## config.mk

```make
export PLATFORM = sky130hd
export DESIGN_NAME = mc_fifo_mem
export DESIGN_NICKNAME = d
export VERILOG_FILES = /design/src/rtl/mc_fifo_mem.sv
export SDC_FILE = /design/constraint.sdc
export NUM_CORES = 1
export LEC_CHECK = 0
export BUFFER_PORTS_ARGS = -buffer_cell sky130_fd_sc_hd__buf_2
export CORE_MARGIN = 2
export CORE_UTILIZATION = 30
export DETAILED_ROUTE_END_ITERATION = 8
export SLEW_MARGIN = 20
export SYNTH_ARGS = -nofsm -noshare
export SYNTH_HDL_FRONTEND = slang
export SYNTH_SLANG_ARGS = --single-unit
```

## constraint.sdc

```tcl
create_clock -name CLK -period 2.7 [get_ports CLK]
set_clock_uncertainty 0.2 [all_clocks]
set_input_delay 0.27 -clock CLK [delete_from_list [all_inputs] [get_ports CLK]]
set_output_delay 0.27 -clock CLK [all_outputs]
set_load 0.03 [all_outputs]
```

## src/rtl/mc_fifo_mem.sv

```systemverilog
// Multi-channel synchronous FIFO: NUM_CH independent queues sharing one storage array,
// with per-channel pointers/counts, status flags, registered read data and OVF/UDF pulses.

module mc_fifo_ch #(
  parameter int ADDR_WIDTH = 3,
  parameter int AFULL_LVL  = 6
) (
  input  logic                  CLK,
  input  logic                  RST,
  input  logic                  wr_acc,
  input  logic                  rd_acc,
  input  logic                  flush,
  output logic [ADDR_WIDTH-1:0] wr_ptr,
  output logic [ADDR_WIDTH-1:0] rd_ptr,
  output logic                  full,
  output logic                  empty,
  output logic                  afull
);
  localparam int DEPTH = 2**ADDR_WIDTH;

  logic [ADDR_WIDTH:0] count;

  // flush wins over any access the top let through on this channel
  always_ff @(posedge CLK or negedge RST) begin
    if (!RST) begin
      wr_ptr <= '0;
      rd_ptr <= '0;
      count  <= '0;
    end else if (flush) begin
      wr_ptr <= '0;
      rd_ptr <= '0;
      count  <= '0;
    end else begin
      if (wr_acc) wr_ptr <= wr_ptr + ADDR_WIDTH'(1);
      if (rd_acc) rd_ptr <= rd_ptr + ADDR_WIDTH'(1);
      case ({wr_acc, rd_acc})
        2'b10:   count <= count + (ADDR_WIDTH+1)'(1);
        2'b01:   count <= count - (ADDR_WIDTH+1)'(1);
        default: count <= count;
      endcase
    end
  end

  assign full  = (count == (ADDR_WIDTH+1)'(DEPTH));
  assign empty = (count == '0);
  assign afull = (count >= (ADDR_WIDTH+1)'(AFULL_LVL));
endmodule

module mc_fifo_mem #(
  parameter int DATA_WIDTH = 8,
  parameter int ADDR_WIDTH = 3,
  parameter int NUM_CH     = 4,
  parameter int CH_WIDTH   = 2,
  parameter int AFULL_LVL  = 6
) (
  input  logic                  CLK,
  input  logic                  RST,
  input  logic                  WR_EN,
  input  logic [CH_WIDTH-1:0]   WR_CH,
  input  logic [DATA_WIDTH-1:0] WR_DATA,
  input  logic                  RD_EN,
  input  logic [CH_WIDTH-1:0]   RD_CH,
  input  logic [NUM_CH-1:0]     FLUSH,
  output logic [DATA_WIDTH-1:0] RD_DATA,
  output logic                  RD_VALID,
  output logic [NUM_CH-1:0]     FULL,
  output logic [NUM_CH-1:0]     EMPTY,
  output logic [NUM_CH-1:0]     AFULL,
  output logic                  OVF,
  output logic                  UDF
);
  localparam int DEPTH = 2**ADDR_WIDTH;

  logic [DATA_WIDTH-1:0] mem [0:NUM_CH*DEPTH-1];

  logic [NUM_CH-1:0]                 wr_sel, rd_sel, wr_acc, rd_acc;
  logic [NUM_CH-1:0][ADDR_WIDTH-1:0] wr_ptr, rd_ptr;
  logic [ADDR_WIDTH-1:0]             wa, ra;
  logic                              wr_in_range, rd_in_range, ovf_d, udf_d;

  assign wr_in_range = (32'(WR_CH) < NUM_CH);
  assign rd_in_range = (32'(RD_CH) < NUM_CH);

  for (genvar c = 0; c < NUM_CH; c++) begin : g_ch
    assign wr_sel[c] = WR_EN && (WR_CH == CH_WIDTH'(c));
    assign rd_sel[c] = RD_EN && (RD_CH == CH_WIDTH'(c));

    mc_fifo_ch #(.ADDR_WIDTH(ADDR_WIDTH), .AFULL_LVL(AFULL_LVL)) u_ch (
      .CLK    (CLK),
      .RST    (RST),
      .wr_acc (wr_acc[c]),
      .rd_acc (rd_acc[c]),
      .flush  (FLUSH[c]),
      .wr_ptr (wr_ptr[c]),
      .rd_ptr (rd_ptr[c]),
      .full   (FULL[c]),
      .empty  (EMPTY[c]),
      .afull  (AFULL[c])
    );
  end

  // Decisions use pre-edge flags, so a full channel still drains and an empty one
  // still fills in the same cycle; flushed channels see neither access nor error.
  assign wr_acc = wr_sel & ~FLUSH & ~FULL;
  assign rd_acc = rd_sel & ~FLUSH & ~EMPTY;
  assign ovf_d  = WR_EN & (~wr_in_range | (|(wr_sel & ~FLUSH & FULL)));
  assign udf_d  = RD_EN & (~rd_in_range | (|(rd_sel & ~FLUSH & EMPTY)));

  always_comb begin
    wa = '0;
    ra = '0;
    for (int c = 0; c < NUM_CH; c++) begin
      if (wr_sel[c]) wa = wr_ptr[c];
      if (rd_sel[c]) ra = rd_ptr[c];
    end
  end

  always_ff @(posedge CLK) begin
    if (|wr_acc) mem[{WR_CH, wa}] <= WR_DATA;
  end

  // Accepted reads never alias the word being written: same-channel collision
  // would need count 0 or D, where one side is always rejected.
  always_ff @(posedge CLK or negedge RST) begin
    if (!RST) begin
      RD_DATA  <= '0;
      RD_VALID <= 1'b0;
      OVF      <= 1'b0;
      UDF      <= 1'b0;
    end else begin
      if (|rd_acc) RD_DATA <= mem[{RD_CH, ra}];
      RD_VALID <= |rd_acc;
      OVF      <= ovf_d;
      UDF      <= udf_d;
    end
  end
endmodule
```

==> results.yml, run 1 <==
timing:
  clock.fmax_mhz: 361
  drv_slew: 0
  tightestPinTransition_ns: 0.769
  hold_viol: 0
  fin_ws_ns: -0.0666
  finalSetupViolCount: 4
  min_period_ns: 2.77
  grt_setup_unrepaired: "yes"
  finalCritPeriodShare: 1.02
  max_slew_margin: 0.487
cells_and_area:
  register_area_um2: 8960
  layout_common_cells: "edfxtp_1, buf_4, dfrtp_1, mux2i_1, nand2_1"
  multi_input_area_um2: 4540
  nNetsFinal: 1147
  area_growth_pct: 27.3
  drive_gt1_frac: 0.311
  diodes: 0
  fin_area_um2: 17000
  fillers: 4163
  final_common_cell: "edfxtp_1"
placement:
  hpwl_um: 25000
  port_buffers: 42
  placed_area_um2: 15100
  gp_congestion: 0.853
worst_hold_path:
  hold_class: "in -> async"
clock_tree:
  clk_pin_slew_ns: 0.06
  cts_num_sinks: 307
  cts_tree: "built"
  ctsHtreeMaxLevel: 2
  cts_buffers: 34
  cts_root_buf: "clkbuf_16"
  cts.path.max_buffers: 3
  clock_latency_ns: 0.52
floorplan:
  start_util: 0.303
  core_region_area_um2: 44000
  ios: 43
  rows: 77
  die_x_um: 215
  die-height_um: 215
  die-area_um2: 46100
detailed_routing:
  routed-via-count: 8985
  avgViaCountPerCell: 5.20
  drcViolationCount: 0
  wirelength_um: 37600
  detail-route-antenna-nets: 0
  wl_per_cell_um: 21.8
  first_iter_violations: 750
  first_pass_iters: 5
yosys:
  avgSynthCellArea_um2: 14.1
  synth_enable_flop_cells: 256
  ys_ff_latch: 307
  ys.flop_type: "edfxtp_1"
  ys_types: 79
  syn_inst: 946
  syn_area_um2: 13300
  synth_warnings: 0
  syn-num-nets: 982
  async_reset_ff_frac: 0.166
  seq_area_frac_synth: 0.673
power:
  total_power_uw: 10500
  swShare: 0.239
  leakagePower_uw: 0.00580
  power_frac_comb: 0.075
  switching_power_uw: 2520
  sequentialPowerShare: 0.505
  pwr-share-clk: 0.420
  powerDensity_nw_per_um2: 621
  irDropWorstVdd_uv: 446
  intPower_uw: 8000
critical_path:
  worstPathRequired_ns: 2.91
  crit_start: "g_ch[2].u_ch.rd_ptr[1]"
  arrival_ns: 2.98
  cp-end-kind: "flop"
  r2r-start: "g_ch[2].u_ch.rd_ptr[1]"
  cp_max_fo: 6
  worstSetupPathType: "reg -> reg"
  r2r-end: "RD_DATA[2]"
  rrSetupSlack_ns: -0.07
  r2r_cells: 7
  startpoint_type: "flop"
run:
  drv_cap: 0
global_route:
  gr-total-overflow: 0
  grt_antenna_before_repair: 1
  grt_pass1_wl_um: 56800
  track_usage: 0.162
  grt_max_degree: 33
  grt_pass1_vias: 9122
status:
  violations: "negative setup slack"
  outcome: "finished, violations left"
==> power by group through the flow <==
stage	Clock [uW]	Combinational, uW	Sequential [uW]
6_report	4420	791	5320
5_1_grt	4700	847	5320
4_1_cts	4490	766	5310
3_5_place_dp	0	740	5410
3_3_place_gp	0	726	5410
2_1_floorplan	0	267	5490
==> registers in the layout (all words and copies together), names as in the netlist <==
name and cells:
mem 256, g_ch.u_ch.wr_ptr 12, UDF 1, g_ch.u_ch.rd_ptr 12, RD_DATA 8, OVF 1
RD_VALID 1, g_ch.u_ch.count 16
==> worst max path at each step <==
stage | cells after the start | to | slack, ns
3_5_place_dp | 8 | mem[27][7] | -0.41
6_report | 7 | RD_DATA[2] | -0.07
5_1_grt | 9 | RD_DATA[2] | -0.11
3_3_place_gp | 8 | mem[13][7] | -0.39
4_1_cts | 7 | mem[11][5] | -0.17
2_1_floorplan | 11 | g_ch[1].u_ch.count[3] | 0.009
==> synthesized netlist by cell type (10+ instances only) <==
master | number | area, um^2
edfxtp_1 | 256 | 7690
nor2_1 | 75 | 282
dfrtp_1 | 51 | 1280
mux2i_1 | 51 | 510
nand2_1 | 46 | 173
o21ai_0 | 30 | 150
clkbuf_1 | 29 | 109
a21oi_1 | 24 | 120
o221ai_1 | 23 | 201
nand2b_1 | 20 | 125
buf_2 | 18 | 90.1
xnor2_1 | 17 | 149
ha_1 | 16 | 200
or3_1 | 16 | 100
o211ai_1 | 15 | 113
nor3_1 | 14 | 70.1
buf_4 | 13 | 97.6
inv_1 | 12 | 45.0
a211oi_1 | 10 | 75.1
==> per-stage QoR <==
stage | TNS (ns) | setup slack [ns] | hold WS [ns] | cells | utilization
6_report | -0.119 | -0.0666 | 0.106 | 1728 | 0.385
5_1_grt | -0.411 | -0.112 | 0.120 | 1728 | 0.385
4_1_cts | -7.92 | -0.171 | 0.0656 | 1722 | 0.377
3_5_place_dp | -72.91 | -0.407 | 0.140 | 1648 | 0.343
3_3_place_gp | -69.16 | -0.390 | 0.123 | 1648 | 0.343
2_1_floorplan | 0 | 0.00863 | -0.226 | 946 | -
==> area by class of cell <==
type	instances	share of cell area
clock inverter	16	0.00775
inverter	15	0.00347
clock buffer	45	0.0539
timing repair buffer	195	0.0944
tap	592	0.0437
sequential	307	0.529
multi-input combinational	558	0.268
==> critical path, cell delays in order (launching register included) <==
cell	delay, ns
dfrtp_1	0.38
mux4_4	0.68
or2_4	0.33
buf_4	0.15
o221a_1	0.24
a21oi_2	0.19
nand4_1	0.12
o32a_1	0.35
==> repair_timing <==
action | in CTS | in global routing
endpoints found under the hold margin | 58 | 0
hold buffers | 7 | 0
pin swaps | 22 | 12
gates cloned | 1 | 0
setup buffers | 5 | 6
gates resized for setup | 77 | 65
setup endpoints to repair | 267 | 198
==> cells by family (layout without fill, tap and decap cells) <==
logic type      Yosys count  in the layout  synth area share
flops                   307            307             0.673
simple gates            233            233            0.0900
compound gates          215            215             0.119
buf+inv                  81            271            0.0299
mux                      70             70            0.0578
xor+xnor                 24             24            0.0158
fa+ha+maj                16             16            0.0150
==> layer usage <==
metal	vias up	GRT usage	share of wire
met5	-	0	0.00029
met4	2	0.0525	0.028
met1	4557	0.219	0.43
met2	333	0.257	0.47
met3	72	0.0374	0.069
li1	4021	-	-
(Power assumes the default switching activity.)
==> run 2, diff against run 1 <==
==> constraint.sdc (replaced) <==
create_clock -name CLK -period 3.4 [get_ports CLK]
set_clock_uncertainty 0.2 [all_clocks]
set_input_delay 0.34 -clock CLK [delete_from_list [all_inputs] [get_ports CLK]]
set_output_delay 0.34 -clock CLK [all_outputs]
set_load 0.03 [all_outputs]
==> run 2 against run 1 <==
Net effect:
- the flow now finishes without violations
- sequential power fell by 20%
- count of clock-buffer cells in the layout rose by 8
- sequential share of layout area rose by 5.0 points
- utilization fell by 3.3 points
- total power fell by 21%
- first-iteration DRC count rose by 4.4%
- die area did not move
- global-route usage fell by 0.41 points
- critical endpoint is now mem[19][7]
==> results.yml, run 2 (same netlist as run 1, synthesis figures left out) <==
status:
  outcome: "finished, final reports clean"
timing:
  drv_slew: 0
  max_slew_margin: 0.355
  grt_setup_unrepaired: "no"
  finalCritPeriodShare: 0.941
  min_period_ns: 3.20
  finalSetupViolCount: 0
  tightestPinTransition_ns: 0.968
  tns_ns: 0
  clock.fmax_mhz: 312
  whs_ns: 0.0220
  hold_viol: 0
floorplan:
  start_util: 0.303
  ios: 43
  core_region_area_um2: 44000
  die-area_um2: 46100
  die_x_um: 215
  rows: 77
  die-height_um: 215
global_route:
  grt_max_degree: 43
  grt_pass1_vias: 8396
  gr-total-overflow: 0
  grt_antenna_before_repair: 1
  grt_pass1_wl_um: 54500
  track_usage: 0.158
cells_and_area:
  nNetsFinal: 1049
  register_area_um2: 8960
  area_growth_pct: 16.4
  drive_gt1_frac: 0.158
  regMostFlops: "mem"
  final_common_cell: "edfxtp_1"
  largest_reg_flops: 256
  layout_common_cells: "edfxtp_1, nor2_1, dfrtp_1, mux2i_1, nand2_1"
  reg_top3: "mem (256), g_ch.u_ch.count (16)"
  fillers: 4246
  multi_input_area_um2: 3960
detailed_routing:
  first_pass_iters: 5
  wl_per_cell_um: 22.4
  avgViaCountPerCell: 5.18
  detail-route-antenna-nets: 0
  wirelength_um: 36600
  routed-via-count: 8451
  drcViolationCount: 0
  first_iter_violations: 783
critical_path:
  cp_max_fo: 8
  path_buf_inv: 0
  critPathTopFamily: "simple AND/OR/NAND/NOR gates"
  cp-end-kind: "flop"
  worstPathRequired_ns: 3.40
  startpoint_type: "flop"
  slowest_stage: "or2_1"
  max_stage_delay_ns: 0.61
  path_cells: "or4b_1 > and3_1 > nor2b_1 > o41ai_1 > or2_1 > nor2_1"
  worstSetupPathType: "reg -> reg"
  arrival_ns: 3.20
power:
  leakagePower_uw: 0.00520
  irDropWorstVdd_uv: 278
  powerDensity_nw_per_um2: 537
clock_tree:
  cts.path.max_buffers: 3
  cts_buffers: 34
  cts_num_sinks: 307
  clock_latency_ns: 0.53
  clk_pin_slew_ns: 0.06
  cts_root_buf: "clkbuf_16"
  ctsHtreeMaxLevel: 2
  cts_tree: "built"
  cts_setup_buffers: 0
placement:
  port_buffers: 42
  hpwl_um: 23900
  gp_congestion: 0.842
run:
  drv_cap: 0
worst_hold_path:
  hold_class: "in -> reg"
[run 2: cell types whose count changed in the layout (fill, tap and decap cells not counted), sizes merged]
| cell | previous run | this run |
|---|---|---|
| diode | 0 | 1 |
| dlygate4sd3 | 7 | 4 |
| buf | 188 | 93 |
| inv | 17 | 15 |
| clkbuf | 45 | 53 |
| clkinv | 12 | 7 |
[run 2: tightest hold or removal path, stage by stage]
cell	delay, ns
buf_2	0.16
nand3_1	0.10
nand3_1	0.08
[run 2: layer usage]
metal | GRT usage | share of wire
met1 | 0.220 | 0.45
met2 | 0.244 | 0.45
met3 | 0.0381 | 0.078
met4 | 0.0468 | 0.025
met5 | 0 | 0
[run 2: final cells by class]
cell class                 count  share of cell area
multi-input combinational    558               0.256
timing repair buffer          97              0.0457
inverter                      15             0.00363
clock buffer                  53              0.0628
antenna                        1            0.000161
sequential                   307               0.578
tap                          592              0.0478
clock inverter                 9             0.00605
[run 2: final timing paths]
| path | to | startpoint | cells after the start | slack (ns) |
|---|---|---|---|---|
| max in group asynchronous | g_ch[0].u_ch.wr_ptr[0] | RST | 3 | 1.89 |
| min in group asynchronous | g_ch[0].u_ch.count[0] | RST | 2 | 0.32 |
| hold reg to reg | g_ch[0].u_ch.wr_ptr[1] | g_ch[0].u_ch.wr_ptr[1] | 2 | 0.35 |
| hold / removal | OVF | WR_EN | 3 | 0.02 |
| setup reg to reg | mem[19][7] | g_ch[1].u_ch.count[0] | 6 | 0.20 |
| setup / recovery | mem[19][7] | g_ch[1].u_ch.count[0] | 6 | 0.20 |
[run 2: what timing repair did]
| item | 4_1_cts | 5_1_grt |
|---|---|---|
| gates resized for setup | 0 | 1 |
| hold buffers | 4 | 0 |
| endpoints found under the hold margin | 56 | 0 |
| setup endpoints to repair | 0 | 53 |
[run 2: power breakdown]
group	switching, uW	total (uW)	internal (uW)
Sequential	80.4	4230	4150
Clock	1480	3540	2060
Combinational	381	547	166
Total	1940	8320	6380
[run 2: stage by stage]
| step | area [um^2] | power, uW | instances | worst slack, ns | util |
|---|---|---|---|---|---|
| 2_1_floorplan | 13300 | 4570 | 946 | 0.532 | - |
| 3_3_place_gp | 14400 | 4840 | 1565 | 0.197 | 0.327 |
| 3_5_place_dp | 14400 | 4850 | 1565 | 0.168 | 0.327 |
| 4_1_cts | 15500 | 8360 | 1631 | 0.151 | 0.352 |
| 5_1_grt | 15500 | 8560 | 1631 | 0.0288 | 0.352 |
| 6_report | 15500 | 8320 | 1632 | 0.200 | 0.352 |
==> run 3, diff against run 2 <==
--- a/config.mk
+++ b/config.mk
@@ -7,8 +7,11 @@
 export LEC_CHECK = 0
 export BUFFER_PORTS_ARGS = -buffer_cell sky130_fd_sc_hd__buf_2
 export CORE_MARGIN = 2
-export CORE_UTILIZATION = 30
+export CORE_UTILIZATION = 60
+export CTS_BUF_LIST = sky130_fd_sc_hd__clkbuf_4 sky130_fd_sc_hd__clkbuf_8
 export DETAILED_ROUTE_END_ITERATION = 8
+export MAX_ROUTING_LAYER = met4
+export PLACE_DENSITY = 0.77
 export SLEW_MARGIN = 20
 export SYNTH_ARGS = -nofsm -noshare
 export SYNTH_HDL_FRONTEND = slang
==> run 3 against run 2 <==
Net effect:
- utilization is 33 points higher
- critical path depth stayed put
- sequential share of layout area is 2.3 points higher
- combinational power is 4.0% lower
- final cell count is 18% lower
- total power is 5.3% lower
- via count is 2.0% higher
- global-route usage is 14 points higher
- register-to-register slack hardly changed
- routed wire length is 9.0% lower
- critical path type unchanged
- critical endpoint is now mem[16][2]
==> results.yml, run 3 (same netlist as run 1, synthesis figures left out) <==
status:
  outcome: "finished, final reports clean"
cells_and_area:
  regMostFlops: "mem"
  register_area_um2: 8960
  drive_gt1_frac: 0.183
  reg_top3: "mem (256), g_ch.u_ch.count (16)"
  final_common_cell: "edfxtp_1"
  largest_reg_flops: 256
  nNetsFinal: 1056
  fillers: 1513
  multi_input_area_um2: 3960
  diodes: 0
  layout_common_cells: "edfxtp_1, nor2_1, clkbuf_8, dfrtp_1, mux2i_1"
  instances_no_fill: 1340
  area_growth_pct: 12.0
run:
  drv_cap: 0
detailed_routing:
  drcViolationCount: 0
  routed-via-count: 8618
  first_iter_violations: 1140
  avgViaCountPerCell: 6.43
  detail-route-antenna-nets: 0
  first_pass_iters: 5
  wl_per_cell_um: 24.9
  wirelength_um: 33300
critical_path:
  arrival_ns: 3.23
  startpoint_type: "flop"
  worstPathRequired_ns: 3.43
  cp_max_fo: 8
  worstSetupPathType: "reg -> reg"
  r2r-start: "g_ch[1].u_ch.count[2]"
  rrSetupSlack_ns: 0.20
  cp-end-kind: "flop"
  crit_start: "g_ch[1].u_ch.count[2]"
global_route:
  grt_pass1_wl_um: 50700
  grt_max_degree: 45
  track_usage: 0.297
  grt_antenna_before_repair: 0
  grt_pass1_vias: 8518
  gr-total-overflow: 0
timing:
  grt_setup_unrepaired: "no"
  tightestPinTransition_ns: 0.825
  drv_slew: 0
  tns_ns: 0
  finalSetupViolCount: 0
  whs_ns: 0.0318
  hold_viol: 0
  clock.fmax_mhz: 313
  min_period_ns: 3.20
  max_slew_margin: 0.450
  finalCritPeriodShare: 0.941
power:
  intPower_uw: 6010
  sequentialPowerShare: 0.535
  swShare: 0.237
  pwr-share-clk: 0.398
  irDropWorstVdd_uv: 285
  total_power_uw: 7880
  power_frac_comb: 0.067
  powerDensity_nw_per_um2: 528
  switching_power_uw: 1870
  leakagePower_uw: 0.00514
worst_hold_path:
  hold_start: "WR_EN"
  hold_class: "in -> reg"
floorplan:
  die_x_um: 153
  rows: 54
  ios: 43
  start_util: 0.610
  core_region_area_um2: 21800
  die-area_um2: 23400
  die-height_um: 153
clock_tree:
  cts_num_sinks: 307
  cts_root_buf: "clkbuf_8"
  clk_pin_slew_ns: 0.06
  cts_buffers: 49
  cts_setup_buffers: 0
  ctsHtreeMaxLevel: 2
  postCtsResizedCells: 0
  cts_hold_buf: 5
  clock_latency_ns: 0.57
  cts_tree: "built"
  cts.path.max_buffers: 3
placement:
  gp_congestion: 0.928
  hpwl_um: 21700
  port_buffers: 42
  dp_cells: 1244
## run 3: cell types whose count changed in the layout (fill, tap and decap cells not counted), moves of 2 or more
| cell | change |
|---|---|
| clkinv_2 | +6 |
| buf_4 | -5 |
| clkbuf_4 | +18 |
| clkbuf_8 | +49 |
| clkinvlp_4 | +4 |
| clkbuf_1 | -15 |
| clkinv_8 | -2 |
| clkinv_1 | +4 |
| buf_12 | -4 |
| clkbuf_16 | -35 |
## run 3: through the flow
step	worst slack [ns]	cell area [um^2]	utilization
after floorplan	0.532	13300	-
after global placement	0.301	13900	0.636
after detailed placement	0.214	13900	0.636
after CTS	0.211	14900	0.684
after global routing	0.0882	14900	0.684
final	0.202	14900	0.684
## run 3: per-layer routing
layer  track usage  vias to the layer above  routed length [um]
met5             -                        -                   0
met4         0.108                        0                1240
met3        0.0751                       95                3620
met2         0.456                      534               15700
met1         0.389                     4144               12800
li1              -                     3845                   -
## run 3: layout make-up
class	instances	area share
sequential	307	0.601
multi-input combinational	558	0.266
clock buffer	70	0.0570
timing repair buffer	89	0.0403
tap	280	0.0235
clock inverter	21	0.00914
inverter	15	0.00377
## run 3: worst paths after layout
check	to	cells past startpoint
worst min-delay path	OVF	3
worst max register to register	mem[16][2]	6
max in group asynchronous	g_ch[0].u_ch.count[2]	3
worst min register to register	RD_DATA[7]	1
min in group asynchronous	RD_DATA[3]	2
worst max-delay path	mem[16][2]	6
## run 3: critical path: stages, from the launching register on
cell and delay (ns):
dfrtp_1 0.42, or4b_1 0.60, and3_1 0.21, nor2b_1 0.15
o41ai_1 0.43, nand2b_1 0.53, nor2_1 0.34
## run 3: power by group through the flow
stage	logic [uW]	clock network, uW	registers (uW)
4_1_cts	520	3160	4210
2_1_floorplan	211	0	4360
3_3_place_gp	504	0	4290
5_1_grt	557	3350	4220
3_5_place_dp	514	0	4290
6_report	525	3140	4220
